--- config.mk ---
export PLATFORM = sky130hd
export DESIGN_NAME = itrx_amba2_ahb_arbiter
export DESIGN_NICKNAME = d
export VERILOG_FILES = /design/src/rtl/itrx_amba2_ahb_arbiter.sv
export SDC_FILE = /design/constraint.sdc
export NUM_CORES = 1
export LEC_CHECK = 0
export ABC_AREA = 1
export CORE_AREA = 2 2 123 125
export CTS_CLUSTER_DIAMETER = 50
export CTS_CLUSTER_SIZE = 14
export DETAILED_ROUTE_END_ITERATION = 16
export DIE_AREA = 0 0 125 127
export PLACE_DENSITY = 0.64
export SYNTH_ARGS = -nofsm -noshare
export SYNTH_HDL_FRONTEND = slang
export SYNTH_SLANG_ARGS = --single-unit
--- constraint.sdc ---
create_clock -name hclk -period 2.97 [get_ports hclk]
set_clock_uncertainty 0.15 [all_clocks]
set_input_delay 0.594 -clock hclk [delete_from_list [all_inputs] [get_ports hclk]]
set_output_delay 0.594 -clock hclk [all_outputs]
set_load 0.05 [all_outputs]
--- src/rtl/itrx_amba2_ahb_arbiter.sv ---
// AMBA2 AHB bus arbiter: fixed-priority or round-robin grant with burst/lock hold
// and SPLIT masking; all bus-facing outputs are registers.
module itrx_amba2_ahb_arbiter #(
  parameter int NM         = 16,
  parameter int NS         = 16,
  parameter int ARB_MODE   = 0,
  parameter int DEF_MASTER = 0,
  parameter int MW         = (NM > 1) ? $clog2(NM) : 1
) (
  input  logic               hclk,
  input  logic               hreset,
  input  logic [NM-1:0]      hbusreq,
  input  logic [NM-1:0]      hlock,
  input  logic [1:0]         htrans,
  input  logic [2:0]         hburst,
  input  logic               hready,
  input  logic [1:0]         hresp,
  input  logic [NS*NM-1:0]   hsplit,
  output logic [NM-1:0]      hgrant,
  output logic [MW-1:0]      hmaster,
  output logic               hmastlock
);

  localparam logic [MW-1:0] DEF_IDX = MW'(DEF_MASTER);

  logic [NM-1:0]   split_mask_r;
  logic [3:0]      bcnt_r;
  logic [MW-1:0]   rr_ptr_r;

  logic [3:0]      bcnt_next_s;
  logic [MW-1:0]   gidx_s;
  logic [NM-1:0]   split_clr_s;
  logic [NM-1:0]   split_set_s;
  logic [NM-1:0]   split_next_s;
  logic [NM-1:0]   elig_s;
  logic [MW:0]     rot_s;
  logic [2*NM-1:0] dbl_s;
  logic [NM-1:0]   search_s;
  logic [MW:0]     base_s;
  logic [MW-1:0]   win_idx_s;
  logic            win_valid_s;
  logic            hold_lock_s;
  logic            permit_s;

  function automatic logic [NM-1:0] onehot(input logic [MW-1:0] idx);
    logic [NM-1:0] r;
    r      = {NM{1'b0}};
    r[idx] = 1'b1;
    return r;
  endfunction

  // Map an offset into the rotated search window back to an absolute master index.
  function automatic logic [MW-1:0] wrap_idx(input logic [MW:0] base, input int off);
    int sum;
    sum = int'(base) + off;
    return (sum >= NM) ? MW'(sum - NM) : MW'(sum);
  endfunction

  // Remaining beats of the current owner's burst after this edge.
  always_comb begin
    bcnt_next_s = bcnt_r;
    if (hresp != 2'd0) begin
      bcnt_next_s = 4'd0;
    end else begin
      case (htrans)
        2'd2: begin
          case (hburst)
            3'd2, 3'd3: bcnt_next_s = 4'd3;
            3'd4, 3'd5: bcnt_next_s = 4'd7;
            3'd6, 3'd7: bcnt_next_s = 4'd15;
            default:    bcnt_next_s = 4'd0;
          endcase
        end
        2'd3:    bcnt_next_s = (bcnt_r != 4'd0) ? (bcnt_r - 4'd1) : 4'd0;
        default: bcnt_next_s = bcnt_r;
      endcase
    end
  end

  // Index of the currently granted master.
  always_comb begin
    gidx_s = DEF_IDX;
    for (int i = 0; i < NM; i++) begin
      gidx_s = hgrant[i] ? MW'(i) : gidx_s;
    end
  end

  // Any slave may release a split master.
  always_comb begin
    split_clr_s = {NM{1'b0}};
    for (int s = 0; s < NS; s++) begin
      split_clr_s = split_clr_s | hsplit[s*NM +: NM];
    end
  end

  assign split_set_s  = (hready && (hresp == 2'd3) && (hmaster != DEF_IDX)) ? onehot(hmaster)
                                                                              : {NM{1'b0}};
  assign split_next_s = (split_mask_r | split_set_s) & ~split_clr_s;

  // Round robin rotates the request vector so the slot after the last winner is bit 0.
  assign elig_s   = hbusreq & ~split_mask_r;
  assign rot_s    = {1'b0, rr_ptr_r} + {{MW{1'b0}}, 1'b1};
  assign dbl_s    = {elig_s, elig_s} >> rot_s;
  assign search_s = (ARB_MODE == 1) ? dbl_s[NM-1:0] : elig_s;
  assign base_s   = (ARB_MODE == 1) ? rot_s : {(MW+1){1'b0}};

  // Lowest set bit of the search window wins.
  always_comb begin
    win_valid_s = 1'b0;
    win_idx_s   = DEF_IDX;
    for (int j = NM-1; j >= 0; j--) begin
      win_valid_s = win_valid_s | search_s[j];
      win_idx_s   = search_s[j] ? wrap_idx(base_s, j) : win_idx_s;
    end
  end

  assign hold_lock_s = hlock[gidx_s] & hbusreq[gidx_s];
  assign permit_s    = (bcnt_next_s <= 4'd1) && !hold_lock_s;

  // Arbitration state and registered bus outputs.
  always_ff @(posedge hclk) begin
    if (hreset) begin
      hgrant       <= onehot(DEF_IDX);
      hmaster      <= DEF_IDX;
      hmastlock    <= 1'b0;
      split_mask_r <= {NM{1'b0}};
      bcnt_r       <= 4'd0;
      rr_ptr_r     <= DEF_IDX;
    end else begin
      split_mask_r <= split_next_s;
      if (hready) begin
        bcnt_r    <= bcnt_next_s;
        hmaster   <= gidx_s;
        hmastlock <= hlock[gidx_s];
        if (permit_s) begin
          hgrant <= onehot(win_idx_s);
          if (win_valid_s) begin
            rr_ptr_r <= win_idx_s;
          end
        end
      end
    end
  end

endmodule

==> run_results.csv <==
group,metric,value,unit
synth,synth_seq_area_share,25.7,%
global_routing,grt_overflow,0,
synth,synth_top_family_by_area,"simple AND/OR/NAND/NOR gates",
floorplanning,fp.dieArea,15900,um2
run_status,status,"complete, no violations",
synth,ys.flop_type,"dfxtp_1",
global_routing,track_usage,21.6,%
sta,drv_slew,0,
layout,nNetsFinal,1162,
floorplanning,row_count,44,
drt,drtAntennaViolNets,0,
power,power-per-cell-area,696,nW/um2
worst_hold_path,hold_class,"reg -> reg",
global_routing,antenna_found_initial,7,
synth,synthXorXnorAreaFrac,0,%
critical_path,critPathRequiredTime,3.00,ns
placement,port_buffers,317,
synth,synth_top_area_share,25.7,%
critical_path,crit_arrival,2.66,ns
global_routing,grt_pass1_wl,26500,um
drt,num_vias,4858,
layout,utilization,47.4,%
critical_path,start_kind,"flip-flop",
floorplanning,dieWidth,125,um
power,total_power,4750,uW
synth,synthMuxAreaShare,0,%
cts,cts_hold_buffers,0,
critical_path,path_max_fanout,26,
sta,fin_crit_sh,88.5,%
drt,routedWlPerCell,17.0,um
critical_path,rr_worst_depth,26,
drt,route.detailed.drc,0,
synth,synth_common_cells,"nand2_1 (139), inv_1 (66), nor2_1 (62), nand3_1 (59), nor4_1 (43)",
synth,synth.distinct_cells,28,
power,vdd_drop_max,0.779,mV
floorplanning,core_area,14400,um2
worst_hold_path,min_path_cells,2,
cts,cts_buffer_depth,2,
critical_path,path_class,"reg -> reg",
sta,worst_pin_slew,0.626,ns
synth,synth-edff-count,0,
sta,slew_headroom,58.0,%
sta,setup_tns,0,ns
cts,clock-sinks,41,
placement,dp_hpwl,15700,um
sta,rsz0062_at_grt,"no",
floorplanning,die_h,127,um
layout,final.fill_count,1511,
cts,cts_buffers,5,
sta,setup-violations-final,0,
synth,ys_ff_latch,41,
floorplanning,ios,319,
power,static-leakage-power,0.00269,uW
synth,synthCells,540,
synth,synthSimpleGateAreaFrac,52.5,%
sta,fin_crit,2.63,ns
placement,globalplace.congestion,0.881,
global_routing,grt_pass1_vias,4696,
synth,synth_compound_area_share,10.7,%
cts,cts_tree,"yes",
sta,final_hold_viol_count,0,
flow_run,drv_cap,0,
drt,postRouteWirelength,17900,um
synth,synth_top_cells_by_area,"dfxtp_1 (26%), nand2_1 (16%), nand3_1 (9.3%), nor4_1 (8.4%), inv_1 (7.8%)",
synth,yosysTopAreaCell,"dfxtp_1",
cts,cts_root_buf,"clkbuf_16",
synth,synth_warnings,0,
layout,syn_to_final_growth,114,%
critical_path,endpoint_kind,"flip-flop",
drt,via_per_inst,4.61,
synth,synth_area_per_cell,5.91,um2
synth,synth-adder-area-share,0.392,%
global_routing,grt_max_degree,27,
placement,placedCellCount,1040,
synth,syn_area,3190,um2
synth,synth_most_common_cell,"nand2_1",
drt,dr.pass1.iters,5,
synth,syn_nets,839,
layout,layout.cells.non_filler,1053,
sta,clock.fmax,381,MHz
layout,drive_above_1_share,3.36,%
cts,clkSlewWorstSetupHoldPaths,0.07,ns
cts,insertion_delay,0.28,ns
sta,finalHoldWorstSlack,0.302,ns
floorplanning,start_util,22.1,%
cts,htree_num_levels,2,
synth,async_flop_share,0,%
drt,drtIter0Drc,291,
## area by class of cell
type | count | area, um2 | area share (%)
timing repair buffer | 328 | 3260 | 47.7
multi-input combinational | 418 | 2060 | 30.2
clock inverter | 3 | 65.1 | 0.953
sequential | 41 | 821 | 12.0
inverter | 69 | 259 | 3.79
tap | 184 | 230 | 3.37
antenna | 5 | 12.5 | 0.183
clock buffer | 5 | 125 | 1.83
## cell families (layout without fill, tap and decap cells)
| logic type | Yosys count | after routing |
|---|---|---|
| AND/OR/NAND/NOR | 359 | 359 |
| other | 0 | 5 |
| adder cells (fa/ha/maj) | 1 | 1 |
| flip-flops | 41 | 41 |
| AO/OA/AOI/OAI | 58 | 58 |
| buffers and inverters | 81 | 405 |
## report_power, final
part	internal (uW)	switching, uW	total (uW)
Sequential	668	113	780
Clock	480	225	705
Combinational	1240	2030	3270
Total	2390	2360	4750
## stage by stage
stage	setup WS, ns	cell area (um2)
final	0.343	6830
after global routing	0.0127	6820
after CTS	0.249	6800
after detailed placement	0.103	6610
after global placement	0.0875	6610
after floorplan	0.338	3190
## critical path: stages (launching register included)
cell	delay, ns
dfxtp_1	0.37
inv_1	0.05
nand2_1	0.05
nand2_1	0.04
nand2_1	0.05
nand2_1	0.06
nand2_1	0.05
nand2_1	0.04
nand2_1	0.05
nand2_1	0.05
nand2_1	0.05
nand2_1	0.05
nand2_1	0.05
nand2_1	0.08
nand2_4	0.15
buf_4	0.19
nand3_1	0.08
nand3_1	0.09
nand3_1	0.07
nand2_1	0.08
nand2_1	0.05
nand2_1	0.15
nand2_8	0.15
nand2_4	0.13
nand2_1	0.06
nand2_1	0.06
nor2_1	0.05
## final timing paths
| check | slack, ns | start | end |
|---|---|---|---|
| max | 0.34 | hgrant[2] | hgrant[1] |
| min | 0.30 | split_mask_r[13] | split_mask_r[13] |
| max reg2reg | 0.34 | hgrant[2] | hgrant[1] |
| min reg2reg | 0.30 | split_mask_r[13] | split_mask_r[13] |
## what timing repair did
| item | 4_1_cts | 5_1_grt |
|---|---|---|
| buffers inserted | 0 | 0 |
| resized for setup | 0 | 3 |
| endpoints found under the setup margin | 0 | 4 |
## registers in the layout, summed over array words and instances (netlist names)
signal / count
split_mask_r: 16
hmaster: 4
hmastlock: 1
bcnt_r: 4
hgrant: 16
## layer usage
layer / global-route usage (%) / part of all wire [%]
met3: 7.96 / 11
met4: 4.25 / 1.5
met1: 29.1 / 45
met5: 0 / 0.22
met2: 33.5 / 42
## placed cells by master (no fill, tap or decap)
| master | Yosys | routed |
|---|---|---|
| a211oi_1 | 11 | 11 |
| a21oi_1 | 26 | 26 |
| a221oi_1 | 1 | 1 |
| a31oi_1 | 6 | 6 |
| buf_4 | 3 | 11 |
| bufinv_16 | 0 | 2 |
| clkbuf_16 | 0 | 5 |
| clkdlybuf4s50_1 | 0 | 317 |
| clkinv_1 | 1 | 1 |
| clkinv_2 | 0 | 1 |
| dfxtp_1 | 41 | 41 |
| diode_2 | 0 | 5 |
| ha_1 | 1 | 1 |
| inv_1 | 66 | 66 |
| inv_2 | 2 | 2 |
| nand2_1 | 139 | 139 |
| nand2_2 | 2 | 1 |
| nand2_4 | 3 | 2 |
| nand2_8 | 0 | 2 |
| nand3_1 | 59 | 59 |
| nand4_1 | 15 | 15 |
| nor2_1 | 62 | 62 |
| nor3_1 | 23 | 23 |
| nor4_1 | 43 | 43 |
| nor4_4 | 0 | 1 |
| o211ai_1 | 2 | 2 |
| o21ai_0 | 10 | 10 |
| o221a_2 | 1 | 1 |
| o31ai_1 | 1 | 1 |
| or2_2 | 1 | 1 |
| or4_1 | 11 | 11 |
No activity file was read; power rests on OpenSTA's default activity.
